### src/rtl/conv_ctrl_pkg.sv
// rtl/conv_ctrl_pkg.sv - shared command/ack encodings, state enum and sizing helpers
package conv_ctrl_pkg;

    localparam logic [1:0] CMD_IDLE    = 2'd0;
    localparam logic [1:0] CMD_PRELOAD = 2'd1;
    localparam logic [1:0] CMD_SHIFT   = 2'd2;
    localparam logic [1:0] CMD_LOAD    = 2'd3;

    localparam logic [1:0] ACK_NONE        = 2'd0;
    localparam logic [1:0] ACK_PRELOAD_FIN = 2'd1;
    localparam logic [1:0] ACK_SHIFT_FIN   = 2'd2;
    localparam logic [1:0] ACK_LOAD_FIN    = 2'd3;

    typedef enum logic [2:0] {
        ST_IDLE    = 3'd0,
        ST_PRELOAD = 3'd1,
        ST_SHIFT   = 3'd2,
        ST_LOAD    = 3'd3,
        ST_DONE    = 3'd4
    } state_t;

    // Counter/tag width for a count of n items; never narrower than one bit.
    function automatic int cnt_width(input int n);
        return (n <= 2) ? 1 : $clog2(n);
    endfunction

    // The only ack each state is waiting for; IDLE and DONE wait for none.
    function automatic logic [1:0] expected_ack(input state_t s);
        case (s)
            ST_PRELOAD: return ACK_PRELOAD_FIN;
            ST_SHIFT:   return ACK_SHIFT_FIN;
            ST_LOAD:    return ACK_LOAD_FIN;
            default:    return ACK_NONE;
        endcase
    endfunction

endpackage

### src/rtl/conv_layer_sequencer_if.sv
// rtl/conv_layer_sequencer_if.sv - control/handshake bundle between layer top, sequencer and input interface
interface conv_layer_sequencer_if #(
    parameter int IDX_W = 2,
    parameter int ROW_W = 3
);
    logic             enable;
    logic             start;
    logic [1:0]       input_interface_ack;
    logic [1:0]       input_interface_cmd;
    logic             kernel_array_clear;
    logic             kernel_calc_fin;
    logic [IDX_W-1:0] feature_idx;
    logic [ROW_W-1:0] feature_row;
    logic             busy;
    logic             done;
    logic             ack_error;

    modport master (
        output enable, start, input_interface_ack,
        input  input_interface_cmd, kernel_array_clear, kernel_calc_fin,
               feature_idx, feature_row, busy, done, ack_error
    );

    modport slave (
        input  enable, start, input_interface_ack,
        output input_interface_cmd, kernel_array_clear, kernel_calc_fin,
               feature_idx, feature_row, busy, done, ack_error
    );
endinterface

### src/rtl/conv_tag_delay.sv
// rtl/conv_tag_delay.sv - fixed-latency shift register carrying {valid, idx, row} calc tags
module conv_tag_delay #(
    parameter int DEPTH = 3,
    parameter int IDX_W = 2,
    parameter int ROW_W = 3
) (
    input  logic             clk,
    input  logic             rst_n,
    input  logic             i_valid,
    input  logic [IDX_W-1:0] i_idx,
    input  logic [ROW_W-1:0] i_row,
    output logic             o_valid,
    output logic [IDX_W-1:0] o_idx,
    output logic [ROW_W-1:0] o_row
);

    logic [DEPTH-1:0] r_valid;
    logic [IDX_W-1:0] r_idx [DEPTH];
    logic [ROW_W-1:0] r_row [DEPTH];

    logic [DEPTH-1:0] w_src_valid;
    logic [IDX_W-1:0] w_src_idx [DEPTH];
    logic [ROW_W-1:0] w_src_row [DEPTH];

    // Source of each stage: the input for stage 0, the previous stage otherwise.
    always_comb begin
        w_src_valid[0] = i_valid;
        w_src_idx[0]   = i_idx;
        w_src_row[0]   = i_row;
        for (int i = 1; i < DEPTH; i++) begin
            w_src_valid[i] = r_valid[i-1];
            w_src_idx[i]   = r_idx[i-1];
            w_src_row[i]   = r_row[i-1];
        end
    end

    // Valid shifts every cycle; a tag only moves with a valid bit, so the
    // last stage holds the most recently finished tag between pulses.
    always_ff @(posedge clk or negedge rst_n) begin
        if (!rst_n) begin
            r_valid <= '0;
            for (int i = 0; i < DEPTH; i++) begin
                r_idx[i] <= '0;
                r_row[i] <= '0;
            end
        end else begin
            for (int i = 0; i < DEPTH; i++) begin
                r_valid[i] <= w_src_valid[i];
                if (w_src_valid[i]) begin
                    r_idx[i] <= w_src_idx[i];
                    r_row[i] <= w_src_row[i];
                end
            end
        end
    end

    assign o_valid = r_valid[DEPTH-1];
    assign o_idx   = r_idx[DEPTH-1];
    assign o_row   = r_row[DEPTH-1];

endmodule

### src/rtl/conv_layer_sequencer.sv
// rtl/conv_layer_sequencer.sv - PRELOAD/SHIFT/LOAD round sequencer with start/done handshake
module conv_layer_sequencer
    import conv_ctrl_pkg::*;
#(
    parameter int TOTAL_WEIGHT = 3,
    parameter int TOTAL_SHIFT  = 6,
    parameter int TOTAL_FRAME  = 1,
    parameter int CALC_LATENCY = 3
) (
    input  logic                  clk,
    input  logic                  rst_n,
    conv_layer_sequencer_if.slave bus
);

    localparam int IW = cnt_width(TOTAL_WEIGHT);
    localparam int RW = cnt_width(TOTAL_SHIFT);
    localparam int FW = cnt_width(TOTAL_FRAME);
    localparam logic [IW-1:0] W_LAST = IW'(TOTAL_WEIGHT - 1);
    localparam logic [RW-1:0] S_LAST = RW'(TOTAL_SHIFT - 1);
    localparam logic [FW-1:0] F_LAST = FW'(TOTAL_FRAME - 1);

    state_t          r_state, w_state_nxt;
    logic [IW-1:0]   r_w, w_w_nxt;
    logic [RW-1:0]   r_s, w_s_nxt;
    logic [FW-1:0]   r_f, w_f_nxt;

    logic [1:0]      r_cmd, w_cmd_nxt;
    logic            r_clear, w_clear_nxt;
    logic            r_ack_err, w_ack_err_nxt;

    logic            w_start_ok;
    logic            w_accept;
    logic            w_shift_fin;
    logic            w_calc_fin;
    logic [IW-1:0]   w_tag_idx;
    logic [RW-1:0]   w_tag_row;

    // An ack counts only while enabled and only if it is the one this state awaits.
    assign w_start_ok  = bus.enable && bus.start && (r_state == ST_IDLE);
    assign w_accept    = bus.enable && (bus.input_interface_ack != ACK_NONE) &&
                         (bus.input_interface_ack == expected_ack(r_state));
    assign w_shift_fin = w_accept && (r_state == ST_SHIFT);

    // State and round counters.
    always_ff @(posedge clk or negedge rst_n) begin
        if (!rst_n) begin
            r_state <= ST_IDLE;
            r_w     <= '0;
            r_s     <= '0;
            r_f     <= '0;
        end else begin
            r_state <= w_state_nxt;
            r_w     <= w_w_nxt;
            r_s     <= w_s_nxt;
            r_f     <= w_f_nxt;
        end
    end

    // Next state: weight is the innermost loop, then row shift, then frame.
    always_comb begin
        w_state_nxt = r_state;
        w_w_nxt     = r_w;
        w_s_nxt     = r_s;
        w_f_nxt     = r_f;
        case (r_state)
            ST_IDLE: begin
                if (w_start_ok) w_state_nxt = ST_PRELOAD;
            end
            ST_PRELOAD: begin
                if (w_accept) w_state_nxt = ST_SHIFT;
            end
            ST_SHIFT: begin
                if (w_accept) begin
                    if (r_w < W_LAST) begin
                        w_w_nxt = r_w + 1'b1;
                    end else begin
                        w_w_nxt = '0;
                        if (r_s < S_LAST) begin
                            w_s_nxt     = r_s + 1'b1;
                            w_state_nxt = ST_LOAD;
                        end else begin
                            w_s_nxt = '0;
                            if (r_f < F_LAST) begin
                                w_f_nxt     = r_f + 1'b1;
                                w_state_nxt = ST_PRELOAD;
                            end else begin
                                w_f_nxt     = '0;
                                w_state_nxt = ST_DONE;
                            end
                        end
                    end
                end
            end
            ST_LOAD: begin
                if (w_accept) w_state_nxt = ST_SHIFT;
            end
            // DONE always retires so done stays a single-cycle pulse.
            ST_DONE:  w_state_nxt = ST_IDLE;
            default:  w_state_nxt = ST_IDLE;
        endcase
    end

    // Output decode: a command is issued only on the cycle a transition is taken.
    always_comb begin
        w_cmd_nxt = CMD_IDLE;
        if (w_start_ok || w_accept) begin
            case (w_state_nxt)
                ST_PRELOAD: w_cmd_nxt = CMD_PRELOAD;
                ST_SHIFT:   w_cmd_nxt = CMD_SHIFT;
                ST_LOAD:    w_cmd_nxt = CMD_LOAD;
                default:    w_cmd_nxt = CMD_IDLE;
            endcase
        end
        w_clear_nxt   = w_shift_fin;
        w_ack_err_nxt = (bus.input_interface_ack != ACK_NONE) && !w_accept;
    end

    // Registered command, clear and error strobes.
    always_ff @(posedge clk or negedge rst_n) begin
        if (!rst_n) begin
            r_cmd     <= CMD_IDLE;
            r_clear   <= 1'b0;
            r_ack_err <= 1'b0;
        end else begin
            r_cmd     <= w_cmd_nxt;
            r_clear   <= w_clear_nxt;
            r_ack_err <= w_ack_err_nxt;
        end
    end

    conv_tag_delay #(
        .DEPTH (CALC_LATENCY),
        .IDX_W (IW),
        .ROW_W (RW)
    ) u_tag_delay (
        .clk     (clk),
        .rst_n   (rst_n),
        .i_valid (w_shift_fin),
        .i_idx   (r_w),
        .i_row   (r_s),
        .o_valid (w_calc_fin),
        .o_idx   (w_tag_idx),
        .o_row   (w_tag_row)
    );

    assign bus.input_interface_cmd = r_cmd;
    assign bus.kernel_array_clear  = r_clear;
    assign bus.ack_error           = r_ack_err;
    assign bus.kernel_calc_fin     = w_calc_fin;
    assign bus.feature_idx         = w_tag_idx;
    assign bus.feature_row         = w_tag_row;
    assign bus.busy                = (r_state != ST_IDLE);
    assign bus.done                = (r_state == ST_DONE);

endmodule

### src/flat_wrapper.sv
// flat-port wrapper written by rule: the top's interface ports become plain ports
module conv_layer_sequencer_flat import conv_ctrl_pkg::*;
#(
    parameter int TOTAL_WEIGHT = 3,
    parameter int TOTAL_SHIFT  = 6,
    parameter int TOTAL_FRAME  = 1,
    parameter int CALC_LATENCY = 3
)
  (clk, rst_n, bus_enable, bus_start, bus_input_interface_ack, bus_input_interface_cmd, bus_kernel_array_clear, bus_kernel_calc_fin, bus_feature_idx, bus_feature_row, bus_busy, bus_done, bus_ack_error);
  conv_layer_sequencer_if #(.IDX_W(2), .ROW_W(3)) bus_i ();
  input  logic clk;
  input  logic rst_n;
  input wire logic [$bits(bus_i.enable)-1:0] bus_enable;
  input wire logic [$bits(bus_i.start)-1:0] bus_start;
  input wire logic [$bits(bus_i.input_interface_ack)-1:0] bus_input_interface_ack;
  output wire logic [$bits(bus_i.input_interface_cmd)-1:0] bus_input_interface_cmd;
  output wire logic [$bits(bus_i.kernel_array_clear)-1:0] bus_kernel_array_clear;
  output wire logic [$bits(bus_i.kernel_calc_fin)-1:0] bus_kernel_calc_fin;
  output wire logic [$bits(bus_i.feature_idx)-1:0] bus_feature_idx;
  output wire logic [$bits(bus_i.feature_row)-1:0] bus_feature_row;
  output wire logic [$bits(bus_i.busy)-1:0] bus_busy;
  output wire logic [$bits(bus_i.done)-1:0] bus_done;
  output wire logic [$bits(bus_i.ack_error)-1:0] bus_ack_error;
  assign bus_i.enable = bus_enable;
  assign bus_i.start = bus_start;
  assign bus_i.input_interface_ack = bus_input_interface_ack;
  assign bus_input_interface_cmd = bus_i.input_interface_cmd;
  assign bus_kernel_array_clear = bus_i.kernel_array_clear;
  assign bus_kernel_calc_fin = bus_i.kernel_calc_fin;
  assign bus_feature_idx = bus_i.feature_idx;
  assign bus_feature_row = bus_i.feature_row;
  assign bus_busy = bus_i.busy;
  assign bus_done = bus_i.done;
  assign bus_ack_error = bus_i.ack_error;
  conv_layer_sequencer #(.TOTAL_WEIGHT(TOTAL_WEIGHT), .TOTAL_SHIFT(TOTAL_SHIFT), .TOTAL_FRAME(TOTAL_FRAME), .CALC_LATENCY(CALC_LATENCY)) u_core (.clk(clk), .rst_n(rst_n), .bus(bus_i));
endmodule
### config.mk
export PLATFORM = sky130hd
export DESIGN_NAME = conv_layer_sequencer_flat
export DESIGN_NICKNAME = d
export VERILOG_FILES = /design/src/rtl/conv_ctrl_pkg.sv /design/src/rtl/conv_layer_sequencer_if.sv /design/src/rtl/conv_tag_delay.sv /design/src/rtl/conv_layer_sequencer.sv /design/src/flat_wrapper.sv
export SDC_FILE = /design/constraint.sdc
export NUM_CORES = 1
export LEC_CHECK = 0
export ABC_AREA = 1
export BUFFER_PORTS_ARGS = -buffer_cell sky130_fd_sc_hd__buf_2
export CORE_UTILIZATION = 35
export CTS_CLUSTER_SIZE = 24
export DETAILED_ROUTE_END_ITERATION = 10
export GPL_TIMING_DRIVEN = 0
export HOLD_SLACK_MARGIN = 0.05
export SKIP_LAST_GASP = 1
export SLEW_MARGIN = 20
export SYNTH_ARGS = -nofsm -noshare
export SYNTH_HDL_FRONTEND = slang
export SYNTH_HIERARCHICAL = 1
export SYNTH_SLANG_ARGS = --single-unit
### constraint.sdc
create_clock -name clk -period 2.25 [get_ports clk]
set_input_delay 0.1125 -clock clk [delete_from_list [all_inputs] [get_ports clk]]
set_output_delay 0.1125 -clock clk [all_outputs]
set_load 0.05 [all_outputs]
Yosys cells after proc, flatten, opt, wreduce, memory -nomap -nowiden:

Cells that the tools add are included.

* register bits after elaboration: 31
* bits of input ports: 6
* output and inout bits: 12

* mux-type cells: 13
* add/subtract/negate cells: 3
* order comparisons: 3
* reductions and logical operators: 15
* bitwise operators: 2
* equality and inequality tests: 8

Operators with widths (count)
* two-way mux 3 bit: 7
* == test 3 x 2 -> 1 bit, second input constant: 4
* one-hot mux 2 bit (3 select lines): 2
* one-hot mux 3 bit (3 select lines): 1
* == test 3 x 1 -> 1 bit, second input constant: 2
* logical AND 1 bit: 6
* two-way mux 2 bit: 2
* AND reduction 4 bit: 1
* adder 3 x 1 -> 3 bit, second input constant: 1
* == test 3 bit, second input constant: 1
* zero test 3 bit: 1
* less-than comparator 3 bit, second input constant: 1
* AND reduction 3 bit: 1
* nonzero test 3 bit: 1
* adder 2 x 1 -> 2 bit, second input constant: 1
* == test 2 bit: 1
* less-than comparator 2 bit, second input constant: 1
* inverter 1 bit: 2
* AND reduction 2 bit: 1
* nonzero test 2 bit: 1
* OR reduction 2 bit: 1
* adder 1 bit, second input constant: 1
* zero test 1 bit: 1
* logical OR 1 bit: 1
* other kinds (2): 2

Longest topological paths before layout:

* depth after elaboration: 9
* depth in mapped cells: 10

By module:

The synthesis kept the hierarchy.

Modules (own cells, without submodules)
* conv_tag_delay: seq. area each 450.4 um2, cells an instance 71, area an instance 668.1 um2, times used 1
* conv_layer_sequencer: seq. area each 300.3 um2, cells an instance 79, area an instance 645.6 um2, times used 1

Worst setup path after synthesis:

No wires, ideal clock.

* kind: flip-flop to output port
* from: reg u_core.r_state[1]
* to: out bus_done
* arrival time: 1.510 ns
* path slack: 0.628 ns
* buffers on the path: 0
* cell stages (with the launch flop): 2
* data required time: 2.138 ns
* cell sequence: dfrtp_1 nor3_1

* word-level cells in the longest chain between the ends: 1

Ends and longest elaborated chain
* start, declared: RTL line conv_layer_sequencer.sv:22 `state_t r_state, w_state_nxt;`
* start signal, assigned: RTL line conv_layer_sequencer.sv:52 `r_state <= w_state_nxt;`
* == test 3 bit: RTL line conv_layer_sequencer.sv:153 `assign bus.done = (r_state == ST_DONE);`
* end, declared: RTL line flat_wrapper.sv:22 `output wire logic [$bits(bus_i.done)-1:0] bus_done;`

No other way between the ends.

Worst setup path after layout:

* from: reg u_core.r_state[2]
* to: reg u_core/u_tag_delay/r_idx[4] (netlist name)

* word-level cells in the longest chain between the ends: 5

Ends and longest elaborated chain
* == test 3 x 2 -> 1 bit, or another cell as far along: RTL line conv_ctrl_pkg.sv:29 `case (s)`
* one-hot mux 2 bit (3 select lines): RTL line conv_ctrl_pkg.sv:29
* == test 2 bit: RTL line conv_layer_sequencer.sv:41 `(bus.input_interface_ack == expected_ack(r_state));`
* logical AND 1 bit: RTL line conv_layer_sequencer.sv:40 `assign w_accept = bus.enable && (bus.input_interface_ack != ACK_NONE) &&`
* logical AND 1 bit (*): RTL line conv_layer_sequencer.sv:42 `assign w_shift_fin = w_accept && (r_state == ST_SHIFT);`
* named net u_core.w_clear_nxt: RTL line conv_layer_sequencer.sv:28 `logic r_clear, w_clear_nxt;`
* end signal, assigned by index: RTL line conv_tag_delay.sv:50 `r_idx[i] <= w_src_idx[i];`
* end, declared: RTL line conv_tag_delay.sv:18 `logic [IDX_W-1:0] r_idx [DEPTH];`

The timed path passes the listed nets; every way through them passes the cells marked *.
A chain may end at the register's enable or synchronous reset.

==> run_results.csv <==
group,metric,value,unit
run_status,status,"completed",
global_routing,grt_util_all_layers,13.25,%
drt,drc,0,
drt,vias,951,
hold_path,min_path_type,"in -> reg",
timing,setup-violations-final,0,
drt,wl_met1,1030,um
cells_and_area,regArea,750.7,um2
timing,fmaxAchievable,0.6841,GHz
logic_synthesis,syn_inst,150,
drt,dr.max_layer_used,"met4",
timing,slew_viol_final,0,
cells_and_area,drive_gt1_share,26.14,%
clock_network,htree_levels,2,
place,hpwl,1591,um
cells_and_area,fin_nets,182,
logic_synthesis,synthTopCellsByCount,"nand2_1 (61), dfrtp_1 (30), inv_1 (13)",
logic_synthesis,syn-cell-area,0.001314,mm2
drt,wl_per_cell,9.595,um
floorplanning,die_w,63.27,um
global_routing,grt_overflow,0,
cells_and_area,area_delta_synth_final,18.57,%
global_routing,grt_pass1_vias,904,
cells_and_area,fill_cells,370,
floorplanning,row_count,21,
place,dpl_cell_area,0.001456,mm2
cells_and_area,multi_input_area,456.7,um2
floorplanning,dieArea,0.004002,mm2
global_routing,grt_pass1_wl,3891,um
timing,fin_tns_setup,0,ns
logic_synthesis,async_flop_share,100.0,%
logic_synthesis,synth_flop_cell,"dfrtp_1",
drt,drtIter0Drc,22,
timing,finalHoldViolCount,0,
drt,wirelength,2130,um
global_routing,antenna_found_initial,0,
timing,finalCritPeriodShare,64.96,%
setup_path,worstPathRequired,2.42,ns
timing,tightestPinTransition,0.6413,ns
setup_path,cp-start-kind,"register",
clock_network,cts_tree,"built",
drt,wl_met3,104,um
drt,antenna_left,0,
global_routing,grt_max_degree,31,
timing,holdWs,0.1098,ns
setup_path,crit_type,"reg -> reg",
flow_run,maxCapViolCount,0,
floorplanning,core,0.003468,mm2
timing,slew_headroom,57.24,%
logic_synthesis,yosys.cell_types.count,19,
power,power_density,1334,mW/mm2
logic_synthesis,synth_top_area_share,57.14,%
logic_synthesis,synth_fp_nets,157,
cells_and_area,fin_area,0.001558,mm2
drt,via_per_inst,4.284,
place,placed_cells_incl_taps,213,
cells_and_area,layoutNonFillerInstCount,222,
logic_synthesis,synth.area.top_cells,"dfrtp_1 (57%), nand2_1 (17%), inv_1 (3.7%), buf_4 (2.9%), nor2_4 (2.6%)",
clock_network,cts.sinks,30,
logic_synthesis,yosysSeqAreaShare,57.14,%
power,p_leak,0.8762,nW
floorplanning,initial_core_util,37.88,%
floorplanning,io_pins,18,
clock_network,clock_tree.root_cell,"clkbuf_8",
logic_synthesis,ys_ff_latch,30,
setup_path,cp_max_fo,11,
cells_and_area,num_antenna_cells,0,
logic_synthesis,synth_most_common_cell,"nand2_1",
place,place.gp.congestion,0.8871,
drt,dr_wl_met2,932,um
clock_network,insertion_delay,0.27,ns
logic_synthesis,synth-edff-count,0,
timing,min_period,1.462,ns
clock_network,cts_buffers,5,
cells_and_area,utilization,44.91,%
logic_synthesis,synth_top_area_cell,"dfrtp_1",
clock_network,cts.clk_slew.worst_paths,0.06,ns
setup_path,crit_arrival,1.63,ns
timing,final.setup_skew,0.002065,ns
clock_network,clock_path_buffers,2,
clock_network,post_cts_buffers,0,
logic_synthesis,synth_warnings,6,
timing,rsz0062_at_grt,"no",
place,numPortBuffers,17,
floorplanning,fp.dieH,63.27,um
power,ir_drop,487.4,uV
logic_synthesis,avgSynthCellArea,8.758,um2
setup_path,endpoint_kind,"register",
drt,drt_pass1_iterations,4,
-- cell type report --
class / count / area share [%]
buffer: 5 / 2.410
clock inverter: 1 / 0.3213
inverter: 18 / 4.418
clock buffer: 7 / 5.542
multi-input combinational: 97 / 29.32
tap: 46 / 3.695
sequential: 30 / 48.19
timing repair buffer: 18 / 6.104
-- what timing repair did --
item | 4_1_cts | 5_1_grt
setup endpoints to repair | 0 | 0
hold buffers | 1 | 0
resized for setup | 0 | 0
endpoints found under the hold margin | 30 | 0
-- worst max-delay path, cell delays in order, from the launching register on --
cell and delay (ns):
dfrtp_1 0.42, inv_2 0.12, nand2_2 0.08, nand2_1 0.06
nand2_1 0.08, nor2_4 0.14, nand3_4 0.13, clkinv_2 0.16
inv_2 0.07, nand2_1 0.06, nand2_1 0.04
-- power breakdown --
| group | total, mW | leakage (nW) | switching [mW] | internal [mW] |
|---|---|---|---|---|
| Clock | 0.427 | 0.0482 | 0.181 | 0.246 |
| Combinational | 0.774 | 0.438 | 0.524 | 0.250 |
| Sequential | 0.877 | 0.390 | 0.147 | 0.730 |
-- routing by layer --
metal	vias up	track usage, %
met4	0	9.375
met3	7	4.891
li1	497	-
met2	20	19.62
met5	-	0
met1	427	15.78
-- cell families (layout without fill, tap and decap cells) --
kind of cell | count (synthesis) | in the layout | share of synthesized area [%]
xor+xnor | 1 | 1 | 0.6668
buf+inv | 23 | 49 | 8.095
flops | 30 | 30 | 57.14
compound gates | 10 | 10 | 4.095
fa+ha+maj | 1 | 1 | 0.9522
simple gates | 85 | 85 | 29.05
-- flip-flops by register name, summed over array words and instances, names as in the netlist --
| signal | cells |
|---|---|
| u_core/r_w | 2 |
| u_core/u_tag_delay/r_idx | 4 |
| u_core/r_state | 3 |
| u_core/u_tag_delay/r_valid | 3 |
| u_core/u_tag_delay/o_idx | 2 |
| u_core/u_tag_delay/r_row | 6 |
| u_core/r_s | 3 |
| u_core/bus.ack_error | 1 |
| u_core/bus.input_interface_cmd | 2 |
| u_core/bus.kernel_array_clear | 1 |
| u_core/u_tag_delay/o_row | 3 |
-- placed cells by master (no fill, tap or decap), drive strengths merged --
cell and count:
a21oi 4, buf 22, clkbuf 7, clkinv 2, dfrtp 30, dlygate4sd3 1, ha 1, inv 17
nand2 64, nand3 5, nand4 1, nor2 14, nor3 1, o21ai 6, xnor2 1
-- per-stage QoR --
step	worst slack, ns	power (mW)
detailed placement	0.8044	1.663
global placement	0.8146	1.635
CTS	0.7920	2.107
floorplan	0.6277	1.491
global route	0.6188	2.249
finish	0.7883	2.078
-- path summary, 6_finish.rpt --
check | start | slack, ns | depth (start not counted) | to
setup / recovery | u_core/r_state[2] | 0.79 | 10 | u_core/u_tag_delay/r_idx[4]
hold / removal | bus_input_interface_ack[1] | 0.11 | 3 | u_core/bus.ack_error
setup reg to reg | u_core/r_state[2] | 0.79 | 10 | u_core/u_tag_delay/r_idx[4]
hold reg to reg | u_core/u_tag_delay/o_row[2] | 0.47 | 2 | u_core/u_tag_delay/o_row[2]
max in group asynchronous | rst_n | 1.43 | 2 | u_core/u_tag_delay/o_row[1]
min in group asynchronous | rst_n | 0.40 | 2 | u_core/r_s[2]
Power figures use the tool's default switching activity.
